[src/rtl/apb_cmd_master.sv]
// apb_cmd_master: APB3 requester turning one command into one SETUP/ACCESS transfer; watchdog enabled by APB_CMD_TIMEOUT_EN
module apb_cmd_master #(
    parameter int ADDR_W  = 32,
    parameter int DATA_W  = 32,
    parameter int TIMEOUT = 16
) (
    input  logic              pclk,
    input  logic              preset,
    input  logic              cmd_valid_i,
    output logic              cmd_ready_o,
    input  logic              cmd_write_i,
    input  logic [ADDR_W-1:0] cmd_addr_i,
    input  logic [DATA_W-1:0] cmd_wdata_i,
    output logic              rsp_valid_o,
    input  logic              rsp_ready_i,
    output logic [DATA_W-1:0] rsp_rdata_o,
    output logic              rsp_err_o,
    output logic              psel_o,
    output logic              penable_o,
    output logic              pwrite_o,
    output logic [ADDR_W-1:0] paddr_o,
    output logic [DATA_W-1:0] pwdata_o,
    input  logic [DATA_W-1:0] prdata_i,
    input  logic              pready_i,
    input  logic              pslverr_i
);
    typedef enum logic [1:0] {IDLE, SETUP, ACCESS, RESP} state_t;

    if (TIMEOUT < 1) begin : g_timeout_check
        $error("apb_cmd_master: TIMEOUT must be >= 1");
    end

    state_t            state_q, state_d;
    logic              psel_q, psel_d, penable_q, penable_d, pwrite_q, pwrite_d;
    logic [ADDR_W-1:0] paddr_q, paddr_d;
    logic [DATA_W-1:0] pwdata_q, pwdata_d, rsp_rdata_q, rsp_rdata_d;
    logic              rsp_valid_q, rsp_valid_d, rsp_err_q, rsp_err_d;

`ifdef APB_CMD_TIMEOUT_EN
    localparam int CW = $clog2(TIMEOUT + 1);
    logic [CW-1:0] cnt_q, cnt_d;

    // Watchdog counter of consecutive wait states in ACCESS.
    always_ff @(posedge pclk or negedge preset)
        if (!preset) cnt_q <= '0;
        else         cnt_q <= cnt_d;
`endif

    // Next-state and registered-output logic; every register holds unless a transition changes it.
    always_comb begin
        state_d     = state_q;
        psel_d      = psel_q;
        penable_d   = penable_q;
        pwrite_d    = pwrite_q;
        paddr_d     = paddr_q;
        pwdata_d    = pwdata_q;
        rsp_valid_d = rsp_valid_q;
        rsp_err_d   = rsp_err_q;
        rsp_rdata_d = rsp_rdata_q;
`ifdef APB_CMD_TIMEOUT_EN
        cnt_d       = cnt_q;
`endif
        unique case (state_q)
            IDLE: if (cmd_valid_i) begin
                pwrite_d = cmd_write_i;
                paddr_d  = cmd_addr_i;
                pwdata_d = cmd_wdata_i;
                if (cmd_addr_i[1:0] == 2'b00) begin
                    state_d = SETUP;
                    psel_d  = 1'b1;
                end else begin
                    state_d     = RESP;
                    rsp_valid_d = 1'b1;
                    rsp_err_d   = 1'b1;
                    rsp_rdata_d = '0;
                end
            end
            SETUP: begin
                state_d   = ACCESS;
                penable_d = 1'b1;
`ifdef APB_CMD_TIMEOUT_EN
                cnt_d     = '0;
`endif
            end
            ACCESS: begin
                if (pready_i) begin
                    state_d     = RESP;
                    psel_d      = 1'b0;
                    penable_d   = 1'b0;
                    rsp_valid_d = 1'b1;
                    rsp_err_d   = pslverr_i;
                    rsp_rdata_d = (!pwrite_q && !pslverr_i) ? prdata_i : '0;
                end
`ifdef APB_CMD_TIMEOUT_EN
                else if (cnt_q == CW'(TIMEOUT - 1)) begin
                    state_d     = RESP;
                    psel_d      = 1'b0;
                    penable_d   = 1'b0;
                    rsp_valid_d = 1'b1;
                    rsp_err_d   = 1'b1;
                    rsp_rdata_d = '0;
                end else begin
                    cnt_d = cnt_q + CW'(1);
                end
`endif
            end
            RESP: if (rsp_ready_i) begin
                state_d     = IDLE;
                rsp_valid_d = 1'b0;
            end
            default: state_d = IDLE;
        endcase
    end

    // State and output registers; reset clears everything immediately.
    always_ff @(posedge pclk or negedge preset)
        if (!preset) begin
            state_q     <= IDLE;
            psel_q      <= 1'b0;
            penable_q   <= 1'b0;
            pwrite_q    <= 1'b0;
            paddr_q     <= '0;
            pwdata_q    <= '0;
            rsp_valid_q <= 1'b0;
            rsp_err_q   <= 1'b0;
            rsp_rdata_q <= '0;
        end else begin
            state_q     <= state_d;
            psel_q      <= psel_d;
            penable_q   <= penable_d;
            pwrite_q    <= pwrite_d;
            paddr_q     <= paddr_d;
            pwdata_q    <= pwdata_d;
            rsp_valid_q <= rsp_valid_d;
            rsp_err_q   <= rsp_err_d;
            rsp_rdata_q <= rsp_rdata_d;
        end

    assign cmd_ready_o = (state_q == IDLE);
    assign psel_o      = psel_q;
    assign penable_o   = penable_q;
    assign pwrite_o    = pwrite_q;
    assign paddr_o     = paddr_q;
    assign pwdata_o    = pwdata_q;
    assign rsp_valid_o = rsp_valid_q;
    assign rsp_err_o   = rsp_err_q;
    assign rsp_rdata_o = rsp_rdata_q;
endmodule

[config.mk]
export PLATFORM = sky130hd
export DESIGN_NAME = apb_cmd_master
export DESIGN_NICKNAME = d
export VERILOG_FILES = /design/src/rtl/apb_cmd_master.sv
export SDC_FILE = /design/constraint.sdc
export NUM_CORES = 1
export LEC_CHECK = 0
export ABC_AREA = 1
export BUFFER_PORTS_ARGS = -buffer_cell sky130_fd_sc_hd__buf_4
export CORE_MARGIN = 2
export CORE_UTILIZATION = 40
export CTS_BUF_LIST = sky130_fd_sc_hd__clkbuf_2
export DETAILED_ROUTE_END_ITERATION = 8
export PLACE_DENSITY = 0.78
export SLEW_MARGIN = 20
export SYNTH_ARGS = -nofsm -noshare
export SYNTH_HDL_FRONTEND = slang
export SYNTH_SLANG_ARGS = --single-unit
[constraint.sdc]
create_clock -name pclk -period 3.54 [get_ports pclk]
set_input_delay 0.354 -clock pclk [delete_from_list [all_inputs] [get_ports pclk]]
set_output_delay 0.354 -clock pclk [all_outputs]
set_load 0.1 [all_outputs]
==> results.md <==
- R2R depth: 8
- Most frequent cells in the layout: buf_4 (205), nand2_1 (112), dfrtp_1 (103)
- Hold Path Origin: rsp_ready_i
- Share of cells above drive strength 1: 0.4598
- WL/cell: 16.21 um
- DR vias/cell: about 4.7
- Min Clock Period, post-route: 2.325 ns
- Vias in the first global route: 3824
- Post-synth EDFFs: 0
- Hold Path Class: primary input to flop
- Slew HR: 0.4864
- Largest net degree at the start of global routing: 85
- Yosys reg bits: ~100
- RD Place Congestion: ~0.73
- Post-synthesis compound-gate area fraction: 0.007780
- FF-to-FF setup slack: ~1.3 ns
- Sink Count: slightly above 100
- Least-Margin Pin Slew: slightly below 0.8 ns
- Multi-input gate area: ~0.0018 mm^2
- Adder-cell share of the synthesized area: 0.01389
- Final Hold Viols: 0
- CTS Root Buffer Type: clkbuf_2
- Area Overhead vs Synth: 54.01%
- Num CTS Buffers: 9
- Later-pin clock latency in the skew report: 0.60 ns
- Post-CTS Resized: 0
- Data arrival time of the worst path: between 1.5 and 2 ns
- Pre-antenna DRT Iters: 4
- Vias: 3638
- Tcrit/Tclk final: 0.6568
- Kind of critical path: flop to output port
- Fill count: roughly 840
- Critical Path Start Type: flop
- Initial antenna violation count: 1
- WP data required: 3.19 ns
- # IOs: ~210
- Commonest non-fill, non-tap cell in the layout: buf_4
- Clk slew on worst S/H paths: 0.26 ns
- RSZ-0062 raised after global routing: false
- Nets: about 740
- Routed Wire Length: 12.58 mm
- Total Routing Usage GR: 0.2077
- CTS tree: done
- Worst Hold Endpoint: state_q[0]
- CP top delay family: buffers and inverters
- FP Rows: 38
- Remaining DRCs: 0
- GRT overflow: 0
- Unique cell type count in the Yosys netlist: 20
- Crit-path cells: inv_1, ha_1, buf_4
- RR Endpoint: rsp_rdata_o[31]
- Synth Net Count: 474
- Critical path buffers and inverters: 2
- TNS Setup: 0 ns
- Reg area: about 0.0026 mm^2
- Warnings from Yosys: 0
- Htree depth: 3
- Die X: around 110 um
- Mux cell area share after synthesis: 0.2042
- Slew Viols, Final: 0
- Initial core utilization: 0.4118
- Max_cap viols: 0
- Port bufs: about 200
- Sequential share of the synthesized area: 0.5724
- Die ar.: between 0.01 and 0.015 mm^2
- Largest family of logic cells by synthesized area: multiplexers
- Outcome: completed
- Post-Synth Simple-Gate Area: 0.1623
- Ys flop type: dfrtp_1
- Worst setup EP type: output port
- Worst hold path stage count: 4
- Synth Area in XOR/XNOR: 0
- Clock buffer depth: 2
- Syn avg cell area: between 10 and 15 um^2
- Critical path's slowest cell: dfrtp_1
- R2R Path Start: state_q[0]
- Drt initial violations: 186
- Post-Syn Area: approximately 0.0045 mm^2
- Final HPWL DP: slightly below 8 mm
- CORE AREA: around 0.011 mm^2
- Critical Path Max Stage Delay: about 0.47 ns
- Final Setup Violations: 0
- Clk_skew: 0.02240 ns
- Global-route wire length before repair: ~19 mm
- CP Max Fanout: 7
- Ys async rst share: 1.000
- Die Y: about 110 um
- Routed Antenna Nets: 0
- Fmax: approximately 430 MHz
- Synthesized instance count: 366
area by class of cell:
cell class	count	area share
clock inverters	6	0.01570
repair buffers	273	0.3202
well taps	140	0.02526
multi-input cells	234	0.2547
diodes	1	0.0003608
inverters	9	0.004871
clock buffers	10	0.007216
flip-flops and latches	103	0.3716
synthesized netlist by cell type (2+ instances only):
library cell | instances | area (um^2)
nand2_1 | 114 | 427.9
a21oi_1 | 2 | 10.01
nand3_1 | 2 | 10.01
buf_6 | 6 | 67.56
mux2_2 | 15 | 168.9
mux2_4 | 50 | 750.7
o21ai_0 | 5 | 25.02
buf_4 | 6 | 45.04
inv_1 | 8 | 30.03
nor3b_1 | 32 | 240.2
ha_1 | 5 | 62.56
dfrtp_1 | 103 | 2577
clkbuf_1 | 7 | 26.28
nor2_1 | 5 | 18.77
kinds of logic after synthesis:
family	count (synthesis)
DFF	103
buffers and inverters	29
and+or+nand+nor	157
adders and majority gates	5
muxes	65
AOI/OAI and AO/OA	7
per-stage QoR:
| stage | hold WS, ns | setup WS (ns) | area, um^2 | std cells | util |
|---|---|---|---|---|---|
| 6_report | 0.08638 | 1.215 | 6935 | 776 | 0.6342 |
| 3_3_place_gp | 0.4550 | 1.388 | 6088 | 692 | 0.5568 |
| 5_1_grt | 0.05550 | 1.100 | 6935 | 776 | 0.6342 |
| 4_1_cts | 0.04877 | 1.258 | 6918 | 775 | 0.6326 |
| 2_1_floorplan | 0.05841 | 1.215 | 4503 | 366 | - |
| 3_5_place_dp | 0.4602 | 1.292 | 6088 | 692 | 0.5568 |
sequential cells by signal, indices dropped and copies added (netlist names):
name,flops
paddr_o,32
penable_o,1
psel_o,1
pwdata_o,32
pwrite_o,1
rsp_err_o,1
rsp_rdata_o,32
rsp_valid_o,1
state_q,2
repair_timing:
| item | in CTS | in global routing |
|---|---|---|
| endpoints found under the setup margin | 0 | 0 |
| setup buffers | 0 | 0 |
| hold endpoints to repair | 149 | 0 |
| hold buffers | 67 | 0 |
worst max-delay path by stage:
| stage | startpoint | end | slack [ns] | cells past startpoint |
|---|---|---|---|---|
| after floorplan | state_q[0] | paddr_o[10] | 1.21 | 6 |
| after global placement | state_q[0] | pwdata_o[20] | 1.39 | 4 |
| final | state_q[0] | cmd_ready_o | 1.21 | 3 |
| after global routing | state_q[1] | cmd_ready_o | 1.10 | 3 |
| after detailed placement | state_q[0] | pwdata_o[22] | 1.29 | 4 |
| after CTS | state_q[0] | cmd_ready_o | 1.26 | 3 |
tightest hold or removal path, stage by stage:
cell and delay, ns:
buf_4 0.08, nor2_1 0.04, o21ai_0 0.14, nand2_1 0.06
per-layer routing:
layer	up-vias	GRT usage	share of wire
li1	1721	-	-
met1	1770	0.2431	0.39
met2	125	0.3690	0.53
met3	22	0.03880	0.055
met4	0	0.09375	0.024
met5	-	0	0
Power is not shown: default switching activity piles up to over one toggle a cycle in this logic, so the estimate is an artifact.
